### config.mk
export PLATFORM = sky130hd
export DESIGN_NAME = mem_port_arbiter
export DESIGN_NICKNAME = d
export VERILOG_FILES = /design/src/rtl/mem_arb_pkg.sv /design/src/rtl/arb_pick.sv /design/src/rtl/mem_port_arbiter.sv
export SDC_FILE = /design/constraint.sdc
export NUM_CORES = 1
export LEC_CHECK = 0
export BUFFER_PORTS_ARGS = -buffer_cell sky130_fd_sc_hd__buf_2
export CORE_ASPECT_RATIO = 1.25
export CORE_MARGIN = 8
export CORE_UTILIZATION = 42
export DETAILED_ROUTE_END_ITERATION = 16
export GPL_ROUTABILITY_DRIVEN = 0
export MAX_ROUTING_LAYER = met4
export PLACE_DENSITY = 0.85
export SLEW_MARGIN = 30
export SYNTH_ARGS = -nofsm -noshare
export SYNTH_HDL_FRONTEND = slang
export SYNTH_HIERARCHICAL = 1
export SYNTH_SLANG_ARGS = --single-unit
### constraint.sdc
create_clock -name clk -period 2.17 [get_ports clk]
set_clock_uncertainty 0.2 [all_clocks]
set_input_delay 0.3255 -clock clk [delete_from_list [all_inputs] [get_ports clk]]
set_output_delay 0.3255 -clock clk [all_outputs]
set_load 0.02 [all_outputs]
### src/rtl/mem_arb_pkg.sv
// Shared definitions for the instruction/data memory port arbiter.
//
// Contents:
//   state_e      - arbiter FSM encoding (IDLE=0, ISSUE=1, WAIT=2, ACK=3)
//   owner_e      - which port owns the access in flight (OWN_IF=0, OWN_D=1)
//   MEM_LAT_MAX  - largest supported memory latency
//   LAT_W        - width of the latency down-counter
//   STARVE_W     - width of the fetch starvation counter
//   lat_load()   - value loaded into the latency counter at ISSUE
package mem_arb_pkg;

  typedef enum logic [1:0] {
    IDLE  = 2'd0,
    ISSUE = 2'd1,
    WAIT  = 2'd2,
    ACK   = 2'd3
  } state_e;

  typedef enum logic {
    OWN_IF = 1'b0,
    OWN_D  = 1'b1
  } owner_e;

  localparam int MEM_LAT_MAX = 4;
  localparam int LAT_W       = 2;
  localparam int STARVE_W    = 4;

  // The counter runs from MEM_LAT-1 down so that ACK lands exactly MEM_LAT
  // cycles after the ISSUE cycle.
  function automatic logic [LAT_W-1:0] lat_load(input int lat);
    return LAT_W'(lat - 1);
  endfunction

endpackage

### src/rtl/arb_pick.sv
// Combinational winner selection for the memory port arbiter.
//
// Ports:
//   if_req_i       - fetch port is requesting
//   d_req_i        - data port is requesting
//   mask_i[1:0]    - bit 0 masks the fetch port, bit 1 masks the data port
//                    (used to drop the port currently being acked)
//   starve_cnt_i   - consecutive data grants while a fetch was waiting
//   grant_valid_o  - some unmasked port is requesting
//   grant_owner_o  - winning port (owner_e encoding), meaningful only when
//                    grant_valid_o is high
//
// Data wins by default; fetch wins when it is the only candidate or when the
// starvation counter has reached STARVE_LIMIT.
module arb_pick
  import mem_arb_pkg::*;
#(
  parameter int STARVE_LIMIT = 4
) (
  input  logic                if_req_i,
  input  logic                d_req_i,
  input  logic [1:0]          mask_i,
  input  logic [STARVE_W-1:0] starve_cnt_i,
  output logic                grant_valid_o,
  output logic                grant_owner_o
);

  logic if_cand;
  logic d_cand;
  logic starved;

  assign if_cand = if_req_i & ~mask_i[0];
  assign d_cand  = d_req_i  & ~mask_i[1];

  // The counter saturates at the limit, so >= is equivalent to == here but
  // stays safe if the counter were ever loaded past the limit.
  assign starved = (starve_cnt_i >= STARVE_W'(STARVE_LIMIT));

  always_comb begin
    grant_valid_o = if_cand | d_cand;
    grant_owner_o = OWN_D;
    if (if_cand && (!d_cand || starved)) begin
      grant_owner_o = OWN_IF;
    end
  end

endmodule

### src/rtl/mem_port_arbiter.sv
// Arbiter sharing one single-ported memory between the instruction-fetch
// port and the load/store port. One access is outstanding at a time; the
// data port has priority, and a starvation counter forces a fetch grant
// after STARVE_LIMIT consecutive data grants with a fetch waiting.
//
// Handshake: a requester raises *_req and holds it (with stable address,
// we and wdata) until it sees the one-cycle *_ack pulse. The request is
// captured into grant registers when it wins arbitration, so later changes
// on the request inputs do not affect the access in flight. stall_* is the
// request not yet acked, used to freeze the matching pipeline stage.
//
// Ports:
//   clk, reset                      - clock, synchronous active-high reset
//   if_req/if_addr                  - fetch request and address
//   if_rdata/if_ack                 - fetched word and completion pulse
//   d_req/d_we/d_addr/d_wdata       - load/store request
//   d_rdata/d_ack                   - load data and completion pulse
//   mem_en/mem_we/mem_addr/mem_wdata- memory access strobe and command
//   mem_rdata                       - memory read data, MEM_LAT after mem_en
//   stall_if, stall_mem             - per-port stall to the pipeline
//   busy                            - FSM not in IDLE
//   dbg_state, dbg_starve_cnt       - FSM state and starvation counter
module mem_port_arbiter
  import mem_arb_pkg::*;
#(
  parameter int ADDR_W       = 32,
  parameter int DATA_W       = 32,
  parameter int MEM_LAT      = 1,
  parameter int STARVE_LIMIT = 4
) (
  input  logic                clk,
  input  logic                reset,
  input  logic                if_req,
  input  logic [ADDR_W-1:0]   if_addr,
  output logic [DATA_W-1:0]   if_rdata,
  output logic                if_ack,
  input  logic                d_req,
  input  logic                d_we,
  input  logic [ADDR_W-1:0]   d_addr,
  input  logic [DATA_W-1:0]   d_wdata,
  output logic [DATA_W-1:0]   d_rdata,
  output logic                d_ack,
  output logic                mem_en,
  output logic                mem_we,
  output logic [ADDR_W-1:0]   mem_addr,
  output logic [DATA_W-1:0]   mem_wdata,
  input  logic [DATA_W-1:0]   mem_rdata,
  output logic                stall_if,
  output logic                stall_mem,
  output logic                busy,
  output logic [1:0]          dbg_state,
  output logic [STARVE_W-1:0] dbg_starve_cnt
);

  state_e              state_q, state_d;
  owner_e              owner_q, owner_d;
  logic [ADDR_W-1:0]   gnt_addr_q, gnt_addr_d;
  logic                gnt_we_q, gnt_we_d;
  logic [DATA_W-1:0]   gnt_wdata_q, gnt_wdata_d;
  logic [LAT_W-1:0]    lat_cnt_q, lat_cnt_d;
  logic [STARVE_W-1:0] starve_cnt_q, starve_cnt_d;
  logic [DATA_W-1:0]   if_rdata_q, if_rdata_d;
  logic [DATA_W-1:0]   d_rdata_q, d_rdata_d;

  logic                arb_en;
  logic [1:0]          arb_mask;
  logic                grant_valid;
  logic                grant_owner;
  logic                grant;
  logic                ack_cycle;

  // Arbitration runs in IDLE and in ACK. In ACK the port being completed
  // still has its request high for this cycle, so it is masked out; this is
  // what lets the other port take the very next access.
  assign ack_cycle = (state_q == ACK);
  assign arb_en    = (state_q == IDLE) || ack_cycle;
  assign arb_mask  = !ack_cycle        ? 2'b00 :
                     (owner_q == OWN_D) ? 2'b10 : 2'b01;

  arb_pick #(
    .STARVE_LIMIT (STARVE_LIMIT)
  ) u_arb_pick (
    .if_req_i      (if_req),
    .d_req_i       (d_req),
    .mask_i        (arb_mask),
    .starve_cnt_i  (starve_cnt_q),
    .grant_valid_o (grant_valid),
    .grant_owner_o (grant_owner)
  );

  assign grant = arb_en & grant_valid;

  // Next-state logic
  always_comb begin
    state_d      = state_q;
    owner_d      = owner_q;
    gnt_addr_d   = gnt_addr_q;
    gnt_we_d     = gnt_we_q;
    gnt_wdata_d  = gnt_wdata_q;
    lat_cnt_d    = lat_cnt_q;
    starve_cnt_d = starve_cnt_q;
    if_rdata_d   = if_rdata_q;
    d_rdata_d    = d_rdata_q;

    case (state_q)
      IDLE: begin
        state_d = IDLE;
      end
      ISSUE: begin
        lat_cnt_d = lat_load(MEM_LAT);
        state_d   = (MEM_LAT == 1) ? ACK : WAIT;
      end
      WAIT: begin
        lat_cnt_d = lat_cnt_q - LAT_W'(1);
        if (lat_cnt_q <= LAT_W'(1)) begin
          state_d = ACK;
        end
      end
      ACK: begin
        // Capture read data at the end of the ack cycle; stores leave the
        // owner's read register alone.
        if (!gnt_we_q) begin
          if (owner_q == OWN_IF) begin
            if_rdata_d = mem_rdata;
          end else begin
            d_rdata_d = mem_rdata;
          end
        end
        state_d = IDLE;
      end
      default: begin
        state_d = IDLE;
      end
    endcase

    // A grant in IDLE or ACK overrides the fall-back to IDLE.
    if (grant) begin
      state_d = ISSUE;
      owner_d = owner_e'(grant_owner);
      if (grant_owner == OWN_IF) begin
        gnt_addr_d  = if_addr;
        gnt_we_d    = 1'b0;
        gnt_wdata_d = '0;
      end else begin
        gnt_addr_d  = d_addr;
        gnt_we_d    = d_we;
        gnt_wdata_d = d_wdata;
      end
    end

    // Starvation counter: only meaningful while a fetch is waiting.
    if (!if_req) begin
      starve_cnt_d = '0;
    end else if (grant) begin
      if (grant_owner == OWN_IF) begin
        starve_cnt_d = '0;
      end else if (starve_cnt_q < STARVE_W'(STARVE_LIMIT)) begin
        starve_cnt_d = starve_cnt_q + STARVE_W'(1);
      end
    end
  end

  // State registers
  always_ff @(posedge clk) begin
    if (reset) begin
      state_q      <= IDLE;
      owner_q      <= OWN_IF;
      gnt_addr_q   <= '0;
      gnt_we_q     <= 1'b0;
      gnt_wdata_q  <= '0;
      lat_cnt_q    <= '0;
      starve_cnt_q <= '0;
      if_rdata_q   <= '0;
      d_rdata_q    <= '0;
    end else begin
      state_q      <= state_d;
      owner_q      <= owner_d;
      gnt_addr_q   <= gnt_addr_d;
      gnt_we_q     <= gnt_we_d;
      gnt_wdata_q  <= gnt_wdata_d;
      lat_cnt_q    <= lat_cnt_d;
      starve_cnt_q <= starve_cnt_d;
      if_rdata_q   <= if_rdata_d;
      d_rdata_q    <= d_rdata_d;
    end
  end

  // Outputs
  assign mem_en    = (state_q == ISSUE);
  assign mem_we    = (state_q == ISSUE) & gnt_we_q;
  assign mem_addr  = gnt_addr_q;
  assign mem_wdata = gnt_wdata_q;

  assign if_ack = ack_cycle & (owner_q == OWN_IF);
  assign d_ack  = ack_cycle & (owner_q == OWN_D);

  // Read data is bypassed from the memory during the ack cycle so the
  // requester sees it together with the ack pulse.
  assign if_rdata = if_ack ? mem_rdata : if_rdata_q;
  assign d_rdata  = (d_ack && !gnt_we_q) ? mem_rdata : d_rdata_q;

  assign stall_if  = if_req & ~if_ack;
  assign stall_mem = d_req & ~d_ack;
  assign busy      = (state_q != IDLE);

  assign dbg_state      = state_q;
  assign dbg_starve_cnt = starve_cnt_q;

endmodule
=== Word-level counts from Yosys, hierarchy flattened ===
Cells that the tools add are included.

* Register bits after elaboration: 138
* Latch bits: 0
* Bits in writable memories: 0
* Memory bits (read-only): 0
* Input port bits: 133
* Memories kept: 0

* Add/sub/neg operators: 2
* Multiply operators: 0
* Divide/modulo/power cells: 0
* Magnitude comparators: 3
* Eq/ne operators: 5
* Shifts and indexed selects: 0
* Mux-type cells: 14
* Bitwise operators: 16
* Reductions and logical operators: 16

{| class="wikitable"
|+ Operators with widths
! kind !! count
|-
| $mux 32 || 4
|-
| $and 1x1->1 || 8
|-
| $mux 4 || 2
|-
| $not 1->1 || 7
|-
| $mux 2 || 3
|-
| $pmux 2 s3 || 1
|-
| $reduce_and 3->1 || 2
|-
| $reduce_bool 2->1 || 3
|-
| $reduce_or 2->1 || 3
|-
| $add 4x1->4 const B || 1
|-
| $eq 2x2->1 const B || 2
|-
| $ge 4x3->1 const B || 1
|-
| $lt 4x3->1 const B || 1
|-
| $pmux 2 s2 || 1
|-
| $mux 1 || 3
|-
| $ne 3x3->1 const B || 1
|-
| $eq 2x1->1 const B || 1
|-
| $le 2x1->1 const B || 1
|-
| $logic_and 1x1->1 || 2
|-
| $logic_not 1->1 || 2
|-
| $logic_not 2->1 || 1
|-
| $logic_or 1x1->1 || 2
|-
| $ne 2x2->1 const B || 1
|-
| $reduce_and 2->1 || 1
|-
| other kinds (2) || 2
|}

=== Logic depth before layout (Yosys ltp) ===
* Word-level depth: 9
* Gate-level depth with buffers: 12
* Gate-level depth less buffers: 8

=== Hierarchy ===
The synthesis kept the hierarchy.

{| class="wikitable"
|+ By module, submodules not included
! module !! times used !! cells an instance !! area each (sq um) !! sequential area each (sq um)
|-
| mem_port_arbiter || 1 || 522 || 5,537.8 || 2,762.6
|-
| arb_pick || 1 || 5 || 35.0 || 0.0
|}

=== Least setup slack after synthesis ===
OpenSTA, ideal clock, no wires.

* Path type: flip-flop to flip-flop
* Start: register state_q[1], in the netlist dbg_state[1]
* End: register gnt_wdata_q[22], in the netlist mem_wdata[22]
* Data arrival time: 2,318 ps
* Data required time: 1,911 ps
* Slack: -408 ps
* Cell stages (with the launch flop): 12
* Buffers on the path: 4
* Clock period less this slack: 2,578 ps
* Path through: dfxtp_1 > ha_1 > nand2b_1 > buf_2 > buf_2 > inv_1 > inv_1 > o311ai_2 > buf_2 > nor3b_4 > buf_2 > a22o_1

* Longest elaborated chain between the ends: 8
* Elaborated cells between the ends (all ways): 14
* Classes of those cells: eq/ne: 1; mux: 2; bitwise: 6; reduce/logical: 5

{| class="wikitable"
|+ RTL lines
! element !! RTL line !! source
|-
| start: declaration || mem_port_arbiter.sv:55 || <nowiki>state_e state_q, state_d;</nowiki>
|-
| start signal: assignment || mem_port_arbiter.sv:176 || <nowiki>state_q <= state_d;</nowiki>
|-
| $eq 2x2->1 || mem_port_arbiter.sv:75 || <nowiki>assign ack_cycle = (state_q == ACK);</nowiki>
|-
| $mux 2 || mem_port_arbiter.sv:77 || <nowiki>assign arb_mask = !ack_cycle ? 2'b00 :</nowiki>
|-
| $not 1->1 || arb_pick.sv:33 || <nowiki>assign d_cand = d_req_i & ~mask_i[1];</nowiki>
|-
| $and 1x1->1 || arb_pick.sv:33 ||
|-
| $logic_not 1->1 || arb_pick.sv:42 || <nowiki>if (if_cand && (!d_cand || starved)) begin</nowiki>
|-
| $logic_or 1x1->1 || arb_pick.sv:42 ||
|-
| $logic_and 1x1->1 || arb_pick.sv:42 ||
|-
| $mux 32 || mem_port_arbiter.sv:140 || <nowiki>if (grant_owner == OWN_IF) begin</nowiki>
|-
| end signal: assignment || mem_port_arbiter.sv:180 || <nowiki>gnt_wdata_q <= gnt_wdata_d;</nowiki>
|-
| end: declaration || mem_port_arbiter.sv:59 || <nowiki>logic [DATA_W-1:0] gnt_wdata_q, gnt_wdata_d;</nowiki>
|}

Several ways; a longest one is shown, not always the timed one.
A chain may end at the register's enable or synchronous reset.

=== Final worst setup path ===
* Start: register state_q[0], in the netlist dbg_state[0]
* End: output if_rdata[2]

* Longest elaborated chain between the ends: 3

{| class="wikitable"
|+ RTL lines
! element !! RTL line !! source
|-
| $eq 2x2->1 || mem_port_arbiter.sv:75 ||
|-
| $and 1x1->1 || mem_port_arbiter.sv:194 || <nowiki>assign if_ack = ack_cycle & (owner_q == OWN_IF);</nowiki>
|-
| $mux 32 || mem_port_arbiter.sv:199 || <nowiki>assign if_rdata = if_ack ? mem_rdata : if_rdata_q;</nowiki>
|-
| end: declaration || mem_port_arbiter.sv:35 || <nowiki>output logic [DATA_W-1:0] if_rdata,</nowiki>
|}

No other way between the ends.

==> key figures <==
Status
  • Run status: finished with violations
  • Violated checks: negative setup slack

Critical path
  • Required @ worst endpoint: between 1.5 and 2 ns
  • Setup crit end kind: output pin
  • Reg2reg path depth: 9
  • CP Class: reg -> out
  • Crit start category: flop
  • R2r startpoint: dbg_state[0]
  • Crit path max fanout: 16
  • Setup slack, reg-to-reg: -0.04 ns
  • Worst path arrival time: 1.80 ns
  • Capturing point of the worst reg2reg path: mem_wdata[6]

Global route
  • Gr ovfl total: 0
  • Vias in the first global route: 6072
  • GRT Util Overall: 0.247
  • Largest net degree at the start of global routing: 46
  • Initial antenna violation count: 1
  • First-pass GRT wire length: 32.5 mm

STA
  • Fraction of the cycle the final worst path needs: 1.07
  • Worst-Margin Slew: 0.475 ns
  • Hold Violations, Final: 0
  • Crit path time final: 2.33 ns
  • Final setup viols: 94
  • Max Freq: 430 MHz
  • RSZ-0062 raised after global routing: yes
  • Pins Over Slew Limit: 0
  • Slew headroom: 0.683
  • Setup ws final: -0.157 ns

Floorplanning
  • Core box area: 13100 sq um
  • Die Y: 145 microns
  • I/O pin count: between 200 and 300
  • Initial core utilization: 0.425
  • Die ar.: 17200 sq um
  • Row count: 47
  • Die X: about 120 microns

Final layout
  • Storage element area: 2770 sq um
  • Layout net count: approximately 1100
  • Commonest cells after routing, fill and taps aside: 233 x buf_2, 135 x dfxtp_1, 110 x dlygate4sd3_1
  • Multi-input logic area: around 2800 sq um
  • Syn-to-layout area delta: 74.6%
  • Most common cell after layout, fill and taps aside: buf_2
  • Post-Layout Cell Count: 1112
  • # fillers: 827
  • Layout cell share with drive strength beyond 1: 0.447

Synthesis
  • EDFF count, synth: 0
  • Post-synthesis register bit count: 138
  • Synth cell types: 35
  • Mean Syn Cell Area: 10.6 sq um
  • Area leader, netlist: dfxtp_1
  • Register area share after synthesis: 0.496
  • Cell count after synthesis: 527
  • Ys flop type: dfxtp_1
  • Ys Warns: 6
  • Share of the synthesized area in the top cell type: 0.496
  • Syn nets: ~670
  • Top cells by area, synth: dfxtp_1 50%, mux2_2 10%, mux2i_1 5.9%, a22o_1 5.2%, o2bb2ai_1 4.4%
  • Ys async rst share: 0
  • Netlist Area Pre-Place: 5570 sq um

Power and ir drop
  • Pwr dens: 778 nW/um^2
  • Power, Total: 7.58 mW
  • Worst VDD drop: between 0.4 and 0.5 mV
  • Leakage: roughly 4.7 nW

CTS
  • H-Tree Level Count: 4
  • CTS tree: yes
  • Clk sinks: 138
  • Worst-path clk slew: roughly 0.06 ns
  • Clock Latency Late Sink: 0.40 ns
  • CTS Buffer Depth: 2
  • Clock Root Buffer: clkbuf_16
  • CTS buffer count: 17

Hold path
  • Min-Delay Path Class: in -> reg
  • Hold Path Stages: 3
  • WHS Endpoint: mem_addr[23]
  • Hold_sp: if_addr[23]

Run
  • Max cap viols: 0

Route
  • Post-route ant nets: 0
  • Avg WL per Cell: slightly above 20 microns
  • Iter 0 DRT Violations: 533
  • Post-DR vias/cell: 5.19
  • WL final: approximately 23 mm
  • Drt pass-1 iters: 5
  • DR vias: 5776
  • # DRC: 0

Placed design
  • Post-Place Cells: 951
  • Port Buffers: 273
  • Pre-CTS WS: 0.00265 ns
  • DP HPWL: about 13 mm
-- metal layers --
layer,track usage,part of all wire,wire (microns)
met5,-,0,0
met4,0.0894,0.025,557
met3,0.0707,0.078,1760
met2,0.427,0.51,11600
met1,0.265,0.39,8770
-- power breakdown --
group / leakage, nW / internal, mW / switching, mW
Clock: 0.298 / 1.94 / 1.13
Sequential: 1.13 / 2.71 / 0.109
Combinational: 3.30 / 0.804 / 0.876
Total: 4.72 / 5.46 / 2.12
-- logic make-up after synthesis --
family          Yosys count  share of synthesized area
compound gates          108                      0.144
fa+ha+maj                 6                     0.0135
buf+inv                  48                     0.0402
flops                   138                      0.496
mux                      98                      0.191
simple gates            129                      0.116
-- worst max-delay path by stage --
stage	from	end	slack [ns]	cells past startpoint
finish	dbg_state[0]	if_rdata[2]	-0.16	5
global route	dbg_state[1]	if_rdata[2]	-0.23	5
CTS	dbg_state[1]	d_rdata[11]	-0.17	5
detailed placement	dbg_state[1]	mem_wdata[29]	0.003	9
global placement	dbg_state[1]	dbg_starve_cnt[1]	0.1	8
floorplan	dbg_state[1]	mem_wdata[22]	-0.02	10
-- critical path, stage by stage (launching register included) --
cell and delay, ns:
dfxtp_4 0.35, ha_4 0.18, nand2b_4 0.15, buf_16 0.18
mux2_2 0.36, buf_4 0.16
-- state kept, by name, indices dropped and copies added, names as in the netlist --
signal and flops:
d_rdata_q 32, dbg_starve_cnt 4, dbg_state 2, gnt_we_q 1, if_rdata_q 32, lat_cnt_q 2, mem_addr 32, mem_wdata 32
owner_q 1
-- cells in the mapped netlist (6+ instances only) --
master and count:
nand2_1 65, nand2b_1 6, nor2b_1 34, nor2_1 9, mux2i_1 33, inv_1 8, mux2_1 15, dfxtp_1 138
buf_2 29, a22o_1 33, o2bb2ai_1 28, ha_1 6, a21oi_1 34, clkbuf_1 8, mux2_2 50
-- stage by stage --
stage	util	TNS, ns	hold slack, ns	cell area (sq um)
2_1_floorplan	-	-0.709	0.233	5690
3_3_place_gp	0.552	0	0.238	7240
3_5_place_dp	0.552	0	0.242	7240
4_1_cts	0.701	-9.08	0.000165	9200
5_1_grt	0.742	-14.49	0.0199	9730
6_report	0.742	-7.65	0.00226	9730
-- repair_timing --
| action | CTS | global route |
|---|---|---|
| hold endpoints to repair | 90 | 0 |
| buffers inserted | 3 | 3 |
| resized for setup | 30 | 93 |
| hold buffers | 110 | 0 |
| pin swaps | 2 | 6 |
| endpoints found under the setup margin | 70 | 124 |
| gates cloned | 4 | 8 |
-- cell type report --
class,count,share of cell area
clock inverter,13,0.0198
timing repair buffer,421,0.334
multi-input combinational,341,0.291
antenna,1,0.000257
inverter,8,0.00347
tap,171,0.0220
clock buffer,19,0.0445
sequential,138,0.285
Power figures use the tool's default switching activity.
